<file path="src/rtl/rgb_de_receiver.sv">
// rgb_de_receiver: RGB565 HS/VS/DE sink with pixel coordinate
// recovery, timing measurement and lock detection.
module rgb_de_receiver #(
    parameter int LOCK_FRAMES = 2,
    parameter int CNT_W       = 11
) (
    input  logic             lcd_clk,
    input  logic             sys_rst_n,
    input  logic             in_hs,
    input  logic             in_vs,
    input  logic             in_de,
    input  logic [15:0]      in_rgb,
    output logic             pix_valid,
    output logic [15:0]      pix_data,
    output logic [CNT_W-1:0] pix_xpos,
    output logic [CNT_W-1:0] pix_ypos,
    output logic             frame_start,
    output logic [CNT_W-1:0] meas_h_disp,
    output logic [CNT_W-1:0] meas_v_disp,
    output logic [CNT_W-1:0] meas_h_total,
    output logic             locked,
    output logic             fmt_err
);
    typedef enum logic [1:0] {
        ST_UNLOCK,
        ST_CHECK,
        ST_LOCKED
    } state_t;

    localparam logic [CNT_W-1:0] MAXV = {CNT_W{1'b1}};
    localparam logic [3:0]       LF   = 4'(LOCK_FRAMES);

    logic             r_hs1, r_vs1, r_de1;
    logic [15:0]      r_rgb1;
    logic             r_hs2, r_vs2, r_act2, r_err2;
    logic [CNT_W-1:0] r_xcnt, r_ycnt, r_ref_w, r_hcnt;
    logic             r_ref_vld, r_mis, r_bad, r_open, r_hs_seen;
    state_t           r_state, w_state_nx;
    logic [3:0]       r_match, w_match_nx;
    logic             w_lock_err;

    logic             w_act, w_err;
    logic             w_act_rise, w_act_fall, w_vs_fall;
    logic             w_hs_fall, w_err_rise;
    logic [CNT_W-1:0] w_x, w_x_next, w_y_inc, w_lines, w_ref_eff;
    logic             w_x_sat, w_wcmp, w_mis_eff, w_bad_now;
    logic             w_good, w_same, w_eval;

    // Active pixels are DE samples inside VS-high; DE in VS-low is an error.
    assign w_act      = r_de1 & r_vs1;
    assign w_err      = r_de1 & ~r_vs1;
    assign w_act_rise = w_act & ~r_act2;
    assign w_act_fall = ~w_act & r_act2;
    assign w_vs_fall  = ~r_vs1 & r_vs2;
    assign w_hs_fall  = ~r_hs1 & r_hs2;
    assign w_err_rise = w_err & ~r_err2;

    assign w_x       = w_act_rise ? '0 : r_xcnt;
    assign w_x_sat   = (w_x == MAXV);
    assign w_x_next  = w_x_sat ? MAXV : w_x + 1'b1;
    assign w_y_inc   = (r_ycnt == MAXV) ? MAXV : r_ycnt + 1'b1;
    assign w_lines   = w_act_fall ? w_y_inc : r_ycnt;
    assign w_bad_now = w_err | (w_act & w_x_sat);

    // A line ending on the frame-start cycle still belongs to the old frame.
    assign w_wcmp    = w_act_fall & r_ref_vld & (r_xcnt != r_ref_w);
    assign w_mis_eff = r_mis | w_wcmp;
    assign w_ref_eff = r_ref_vld ? r_ref_w
                     : (w_act_fall ? r_xcnt : '0);

    assign w_good = (w_lines != '0) & ~w_mis_eff & ~r_bad;
    assign w_same = (w_ref_eff == meas_h_disp)
                  & (w_lines == meas_v_disp);
    assign w_eval = w_vs_fall & r_open;

    assign locked = (r_state == ST_LOCKED);

    // Stage 1: register the bus and keep a delayed copy for edge detection.
    always_ff @(posedge lcd_clk or negedge sys_rst_n) begin
        if (!sys_rst_n) begin
            r_hs1  <= 1'b0;
            r_vs1  <= 1'b0;
            r_de1  <= 1'b0;
            r_rgb1 <= '0;
            r_hs2  <= 1'b0;
            r_vs2  <= 1'b0;
            r_act2 <= 1'b0;
            r_err2 <= 1'b0;
        end else begin
            r_hs1  <= in_hs;
            r_vs1  <= in_vs;
            r_de1  <= in_de;
            r_rgb1 <= in_rgb;
            r_hs2  <= r_hs1;
            r_vs2  <= r_vs1;
            r_act2 <= w_act;
            r_err2 <= w_err;
        end
    end

    // Per-frame counters, reference width and frame health flags.
    always_ff @(posedge lcd_clk or negedge sys_rst_n) begin
        if (!sys_rst_n) begin
            r_xcnt    <= '0;
            r_ycnt    <= '0;
            r_ref_w   <= '0;
            r_ref_vld <= 1'b0;
            r_mis     <= 1'b0;
            r_bad     <= 1'b0;
            r_open    <= 1'b0;
        end else begin
            if (w_act) r_xcnt <= w_x_next;
            if (w_vs_fall) begin
                r_ycnt    <= '0;
                r_ref_vld <= 1'b0;
                r_mis     <= 1'b0;
                r_bad     <= w_bad_now;
                r_open    <= 1'b1;
            end else begin
                r_bad <= r_bad | w_bad_now;
                if (w_act_fall) begin
                    r_ycnt <= w_y_inc;
                    r_mis  <= w_mis_eff;
                    if (!r_ref_vld) begin
                        r_ref_w   <= r_xcnt;
                        r_ref_vld <= 1'b1;
                    end
                end
            end
        end
    end

    // Line period: cycles between HS falling edges, first edge only arms.
    always_ff @(posedge lcd_clk or negedge sys_rst_n) begin
        if (!sys_rst_n) begin
            r_hcnt       <= '0;
            r_hs_seen    <= 1'b0;
            meas_h_total <= '0;
        end else if (w_hs_fall) begin
            r_hcnt    <= CNT_W'(1);
            r_hs_seen <= 1'b1;
            if (r_hs_seen) meas_h_total <= r_hcnt;
        end else if (r_hcnt != MAXV) begin
            r_hcnt <= r_hcnt + 1'b1;
        end
    end

    // Stage 2: pixel outputs, frame pulse, measurements and error strobe.
    always_ff @(posedge lcd_clk or negedge sys_rst_n) begin
        if (!sys_rst_n) begin
            pix_valid   <= 1'b0;
            pix_data    <= '0;
            pix_xpos    <= '0;
            pix_ypos    <= '0;
            frame_start <= 1'b0;
            meas_h_disp <= '0;
            meas_v_disp <= '0;
            fmt_err     <= 1'b0;
        end else begin
            pix_valid   <= w_act;
            frame_start <= w_vs_fall;
            fmt_err     <= (r_open & (w_wcmp | w_err_rise))
                         | w_lock_err;
            if (w_act) begin
                pix_data <= r_rgb1;
                pix_xpos <= w_x;
                pix_ypos <= r_ycnt;
            end
            if (w_eval) begin
                meas_h_disp <= w_ref_eff;
                meas_v_disp <= w_lines;
            end
        end
    end

    // Lock state register.
    always_ff @(posedge lcd_clk or negedge sys_rst_n) begin
        if (!sys_rst_n) begin
            r_state <= ST_UNLOCK;
            r_match <= '0;
        end else begin
            r_state <= w_state_nx;
            r_match <= w_match_nx;
        end
    end

    // Lock next-state: evaluated once per completed frame.
    always_comb begin
        w_state_nx = r_state;
        w_match_nx = r_match;
        w_lock_err = 1'b0;
        if (w_eval) begin
            unique case (r_state)
                ST_UNLOCK: begin
                    if (w_good) begin
                        w_match_nx = 4'd1;
                        w_state_nx = (LF == 4'd1) ? ST_LOCKED : ST_CHECK;
                    end
                end
                ST_CHECK: begin
                    if (w_good && w_same) begin
                        w_match_nx = r_match + 4'd1;
                        if (r_match + 4'd1 >= LF) w_state_nx = ST_LOCKED;
                    end else begin
                        w_state_nx = ST_UNLOCK;
                        w_match_nx = '0;
                        w_lock_err = 1'b1;
                    end
                end
                ST_LOCKED: begin
                    if (!(w_good && w_same)) begin
                        w_state_nx = ST_UNLOCK;
                        w_match_nx = '0;
                        w_lock_err = 1'b1;
                    end
                end
                default: begin
                    w_state_nx = ST_UNLOCK;
                    w_match_nx = '0;
                end
            endcase
        end
    end

endmodule

</file>
<file path="config.mk">
export PLATFORM = sky130hd
export DESIGN_NAME = rgb_de_receiver
export DESIGN_NICKNAME = d
export VERILOG_FILES = /design/src/rtl/rgb_de_receiver.sv
export SDC_FILE = /design/constraint.sdc
export NUM_CORES = 1
export LEC_CHECK = 0
export BUFFER_PORTS_ARGS = -buffer_cell sky130_fd_sc_hd__clkbuf_2
export CELL_PAD_IN_SITES_DETAIL_PLACEMENT = 1
export CELL_PAD_IN_SITES_GLOBAL_PLACEMENT = 1
export CORE_MARGIN = 4
export CORE_UTILIZATION = 48
export CTS_CLUSTER_DIAMETER = 50
export DETAILED_ROUTE_END_ITERATION = 7
export GPL_TIMING_DRIVEN = 0
export PLACE_DENSITY = 0.92
export SETUP_SLACK_MARGIN = 0.4
export SLEW_MARGIN = 20
export SYNTH_ARGS = -nofsm -noshare
export SYNTH_HDL_FRONTEND = slang
export SYNTH_SLANG_ARGS = --single-unit
</file>
<file path="constraint.sdc">
create_clock -name lcd_clk -period 4.3 [get_ports lcd_clk]
set_input_delay 0.215 -clock lcd_clk [delete_from_list [all_inputs] [get_ports lcd_clk]]
set_output_delay 0.215 -clock lcd_clk [all_outputs]
set_load 0.03 [all_outputs]
</file>
# Yosys cells after proc, flatten, opt, wreduce, memory -nomap -nowiden
# Index checks and enable logic that the tools add are counted.
# op_classes
n_eq_ne,11
add_sub_neg,4
reduce_logical,10
order_cmp,1
n_bitwise,29
n_mux,26
# ops
cell,n
$mux W11,9
$add A11 B1 Y11 const B,3
$eq A11 B11 Y1,2
$eq A11 B11 Y1 const B,2
$and A1 B1 Y1,15
$mux W4,3
$pmux W4 S3,1
$ne A11 B11 Y1,1
$ne A11 B11 Y1 const B,1
$reduce_bool A11 Y1,1
$not A1 Y1,9
$mux W1,8
$mux W2,4
$pmux W2 S3,1
$reduce_and A3 Y1,2
$or A1 B1 Y1,5
$add A4 B1 Y4 const B,1
$ge A4 B2 Y1 const B,1
$ne A2 B2 Y1 const B,2
$reduce_and A4 Y1,1
$reduce_bool A2 Y1,2
$ne A3 B3 Y1 const B,1
$eq A2 B1 Y1 const B,1
$eq A2 B2 Y1 const B,1
4 further kinds,4
# word_totals
inputBits,21
reg_bits,151
wordCells,108
out_inout_bits,75

# Depth between registers and ports, before layout
# depth
ltp_word,14
ltp_mapped,12

# Least setup slack after synthesis
# OpenSTA, ideal clock, no wires.
# synth_path
path_kind,register to register
start,"reg, netlist name pix_valid"
end,reg r_state[0]
setup_slack_ps,1301
required_time_ps,4175
stages_incl_launch_ff,10
path_buffers,1
period_less_slack_ps,2999
arrival_ps,2874
setup_ps,125
cell_sequence,dfrtp_1 a21bo_2 buf_6 nor4_1 mux2i_1 xor2_1 nand4_1 nor4_4 a21oi_2 mux2_4
# synth_rtl
element,line_no,rtl
"end signal, assigned",182,r_state <= w_state_nx;
"end, declared",38,"state_t r_state, w_state_nx;"

==> metrics.txt <==
status=completed; largest net degree at the start of global routing=88; CP Capture Type=register; Synthesized Nets=around 730; vias in the first global route=6368; I/O Buffers=95; Pleak=approximately 4.2 nW; VDD IR max=between 300 and 400 uV; Post-Route WL=21300 um; CTS tree=yes; Root Buffer=clkbuf_16; Worst-Skew Late Latency=about 440 ps; Fin. Hold Viols=0; Final #Nets=869; initial drt markers=444; cells after synthesis=approximately 710; Synth warnings=0; PwrDens=~490 nW/um2; worst slew pin tran=748 ps; total CTS buffers=17; clock sinks=around 150; asr flop ratio synth=100%; Hold Path Depth=0; dpl ws=764 ps; Via density=between 5 and 6; R2R depth=8; Tcrit/Tclk final=85.1%; die height=129 um; Via Count=about 5900; RSZ-0062 raised after global routing=no; share of post-route cells with drive strength above 1=a little over a fifth; initial antenna violation count=0; Die ar.=around 17000 um2; Post-DRT Antenna Nets=0; All-Layer GR Usage=27.1%; initial core utilization=48.7%; # diodes=0; Final TNS setup=0 ps; hold_ws=about 380 ps; core area=approximately 14000 um2; Placed Cells incl. Taps=roughly 990; Detail Placement HPWL=around 14000 um; Max Root-Sink Buffers=2; hold crit path type=register to register; skew final=~13 ps; fmax=~0.27 GHz; worst-path fanout max=10; Placer Congestion=0.829; worst setup margin=639 ps; global-route met1 utilization=around a third; GRT met2 Usage=between 40% and 50%; Tmin final=3660 ps; Area growth syn-to-layout=21.4%; DRT Pass-1 Iters=5; relative slew slack=49.8%; sequential area share after synthesis=between 50% and 60%; crit path kind=register to register; first-pass GRT wire length=roughly 35000 um; wire per inst=between 20 and 25 um; die width=around 130 um; Worst-path clk slew=around 70 ps; Synth Register Bits=151; Congestion Overflow GR=0; GRT met3 Usage=between 5 and 6%; Main synth FF type=dfrtp_1; Syn Area/Cell=about 10 um2; Yosys cell types=about 70; Pins Over Slew Limit=0; Ports=96; Rows=44; Setup Buffers After CTS=0; Final setup violation count=0; CP Launch Type=register; Max-Cap Viols=0; H-Tree Depth=4; Syn Std Cell Area=7050 um2; non-filler cells, final=between 1000 and 1500; Top Usage Layer GRT=met2; DRC viols=0; Post-synth EDFFs=0; CP arrival=just under 4000 ps; CP required=roughly 4600 ps
==> cells in the mapped netlist, types with 3 or more instances <==
library cell    n  area (um2)
dfrtp_1       151        3780
nand2_1       147         552
o21ai_0        52         260
nor2_1         49         184
mux2_2         34         383
xor2_1         30         263
clkbuf_1       27         101
a21oi_1        22         110
nand3_1        17        85.1
inv_1          14        52.6
nand4_1        13        81.3
nor3_1         13        65.1
nand2b_1       11        68.8
nor4_1          9        56.3
buf_2           8        40.0
ha_1            8         100
nor2b_1         8        50.1
xnor2_1         6        52.6
mux2i_1         5        50.1
and3_1          4        25.0
and4_1          4        35.0
or3_1           4        25.0
a22o_1          3        26.3
a32oi_1         3        26.3
o31ai_1         3        22.5
or2_2           3        18.8
==> cells in the final DEF, fill, tap and decap left out, types with 3 or more instances in the layout <==
| cell type | n |
|---|---|
| clkbuf_16 | 17 |
| a32oi_1 | 3 |
| dfrtp_1 | 151 |
| ha_1 | 8 |
| clkbuf_2 | 95 |
| and3_1 | 4 |
| a21oi_1 | 22 |
| o31ai_1 | 3 |
| nor3_1 | 13 |
| dlygate4sd3_1 | 20 |
| mux2_2 | 34 |
| xnor2_1 | 6 |
| nor2b_1 | 8 |
| nand2b_1 | 11 |
| inv_6 | 4 |
| xor2_1 | 30 |
| buf_2 | 8 |
| and4_1 | 4 |
| inv_1 | 14 |
| nand3_1 | 17 |
| o21ai_0 | 52 |
| mux2i_1 | 5 |
| nor2_1 | 49 |
| clkbuf_1 | 29 |
| or3_1 | 4 |
| a22o_1 | 3 |
| nor4_1 | 9 |
| or2_2 | 3 |
| nand2_1 | 147 |
| nand4_1 | 13 |
| clkinvlp_4 | 4 |
==> state kept, by name, summed over array words and instances, names as in the netlist, 4 cells and up <==
signal,cells
meas_h_total,11
pix_data,16
meas_h_disp,11
r_hcnt,11
r_match,4
r_ref_w,11
pix_xpos,11
r_xcnt,11
pix_ypos,11
meas_v_disp,11
r_rgb1,16
r_ycnt,11
==> layout make-up <==
| cell class | instances | area (um2) |
|---|---|---|
| inverters | 14 | 52.6 |
| fillers | 1635 | 5920 |
| repair buffers | 116 | 712 |
| well taps | 184 | 230 |
| multi-input cells | 501 | 3050 |
| plain buffers | 39 | 173 |
| clock inverters | 12 | 118 |
| clock buffers | 20 | 447 |
| flip-flops and latches | 151 | 3780 |
==> worst max-delay path, stage by stage, from the launching register on <==
cell and delay (ps):
dfrtp_1 480, a21boi_1 570, buf_2 390, nand3_1 160, a2111oi_0 620, nand4_1 250
o21ai_1 660, o21ai_0 200, a22o_1 200
==> stage by stage <==
stage / cell area, um2 / util, % / power, mW
after global routing: 8560 / 59.1 / 4.43
after global placement: 7760 / 53.6 / 2.68
after detailed placement: 7800 / 53.8 / 2.75
final: 8560 / 59.1 / 4.23
after CTS: 8560 / 59.1 / 4.21
after floorplan: 7050 / - / 2.41
==> layer usage <==
layer,vias to the layer above,share of wire [%]
met1,2968,40
met3,61,5.3
met4,0,4.1
met2,207,51
li1,2690,-
met5,-,0
==> worst paths after layout <==
check / slack, ps / endpoint / from
worst max-delay path: 640 / r_match[3]$_DFFE_PN0P_ / pix_valid$_DFF_PN0_
worst min-delay path: 380 / r_hs2$_DFF_PN0_ / r_hs1$_DFF_PN0_
worst max register to register: 640 / r_match[3]$_DFFE_PN0P_ / pix_valid$_DFF_PN0_
worst min register to register: 380 / r_hs2$_DFF_PN0_ / r_hs1$_DFF_PN0_
max in group asynchronous: 3130 / meas_h_total[1]$_DFFE_PN0P_ / sys_rst_n
min in group asynchronous: 420 / r_ycnt[6]$_DFF_PN0_ / sys_rst_n
==> power breakdown <==
group / internal, mW / switching (mW)
Combinational: 0.358 / 0.631
Sequential: 1.60 / 0.181
Clock: 0.819 / 0.638
==> logic make-up after synthesis <==
group	Yosys count	share of synthesized area [%]
AOI/OAI and AO/OA	118	10.6
adders and majority gates	8	1.42
buffers and inverters	53	3.19
xor gates and xnor gates	37	4.79
DFF	151	53.6
and+or+nand+nor	297	19.9
muxes	41	6.56
==> timing repair <==
item                      4_1_cts  5_1_grt
gates resized for setup         0        0
hold buffers                   20        0
hold endpoints to repair      105        0
Note: power is estimated with default switching activity, not from simulation.
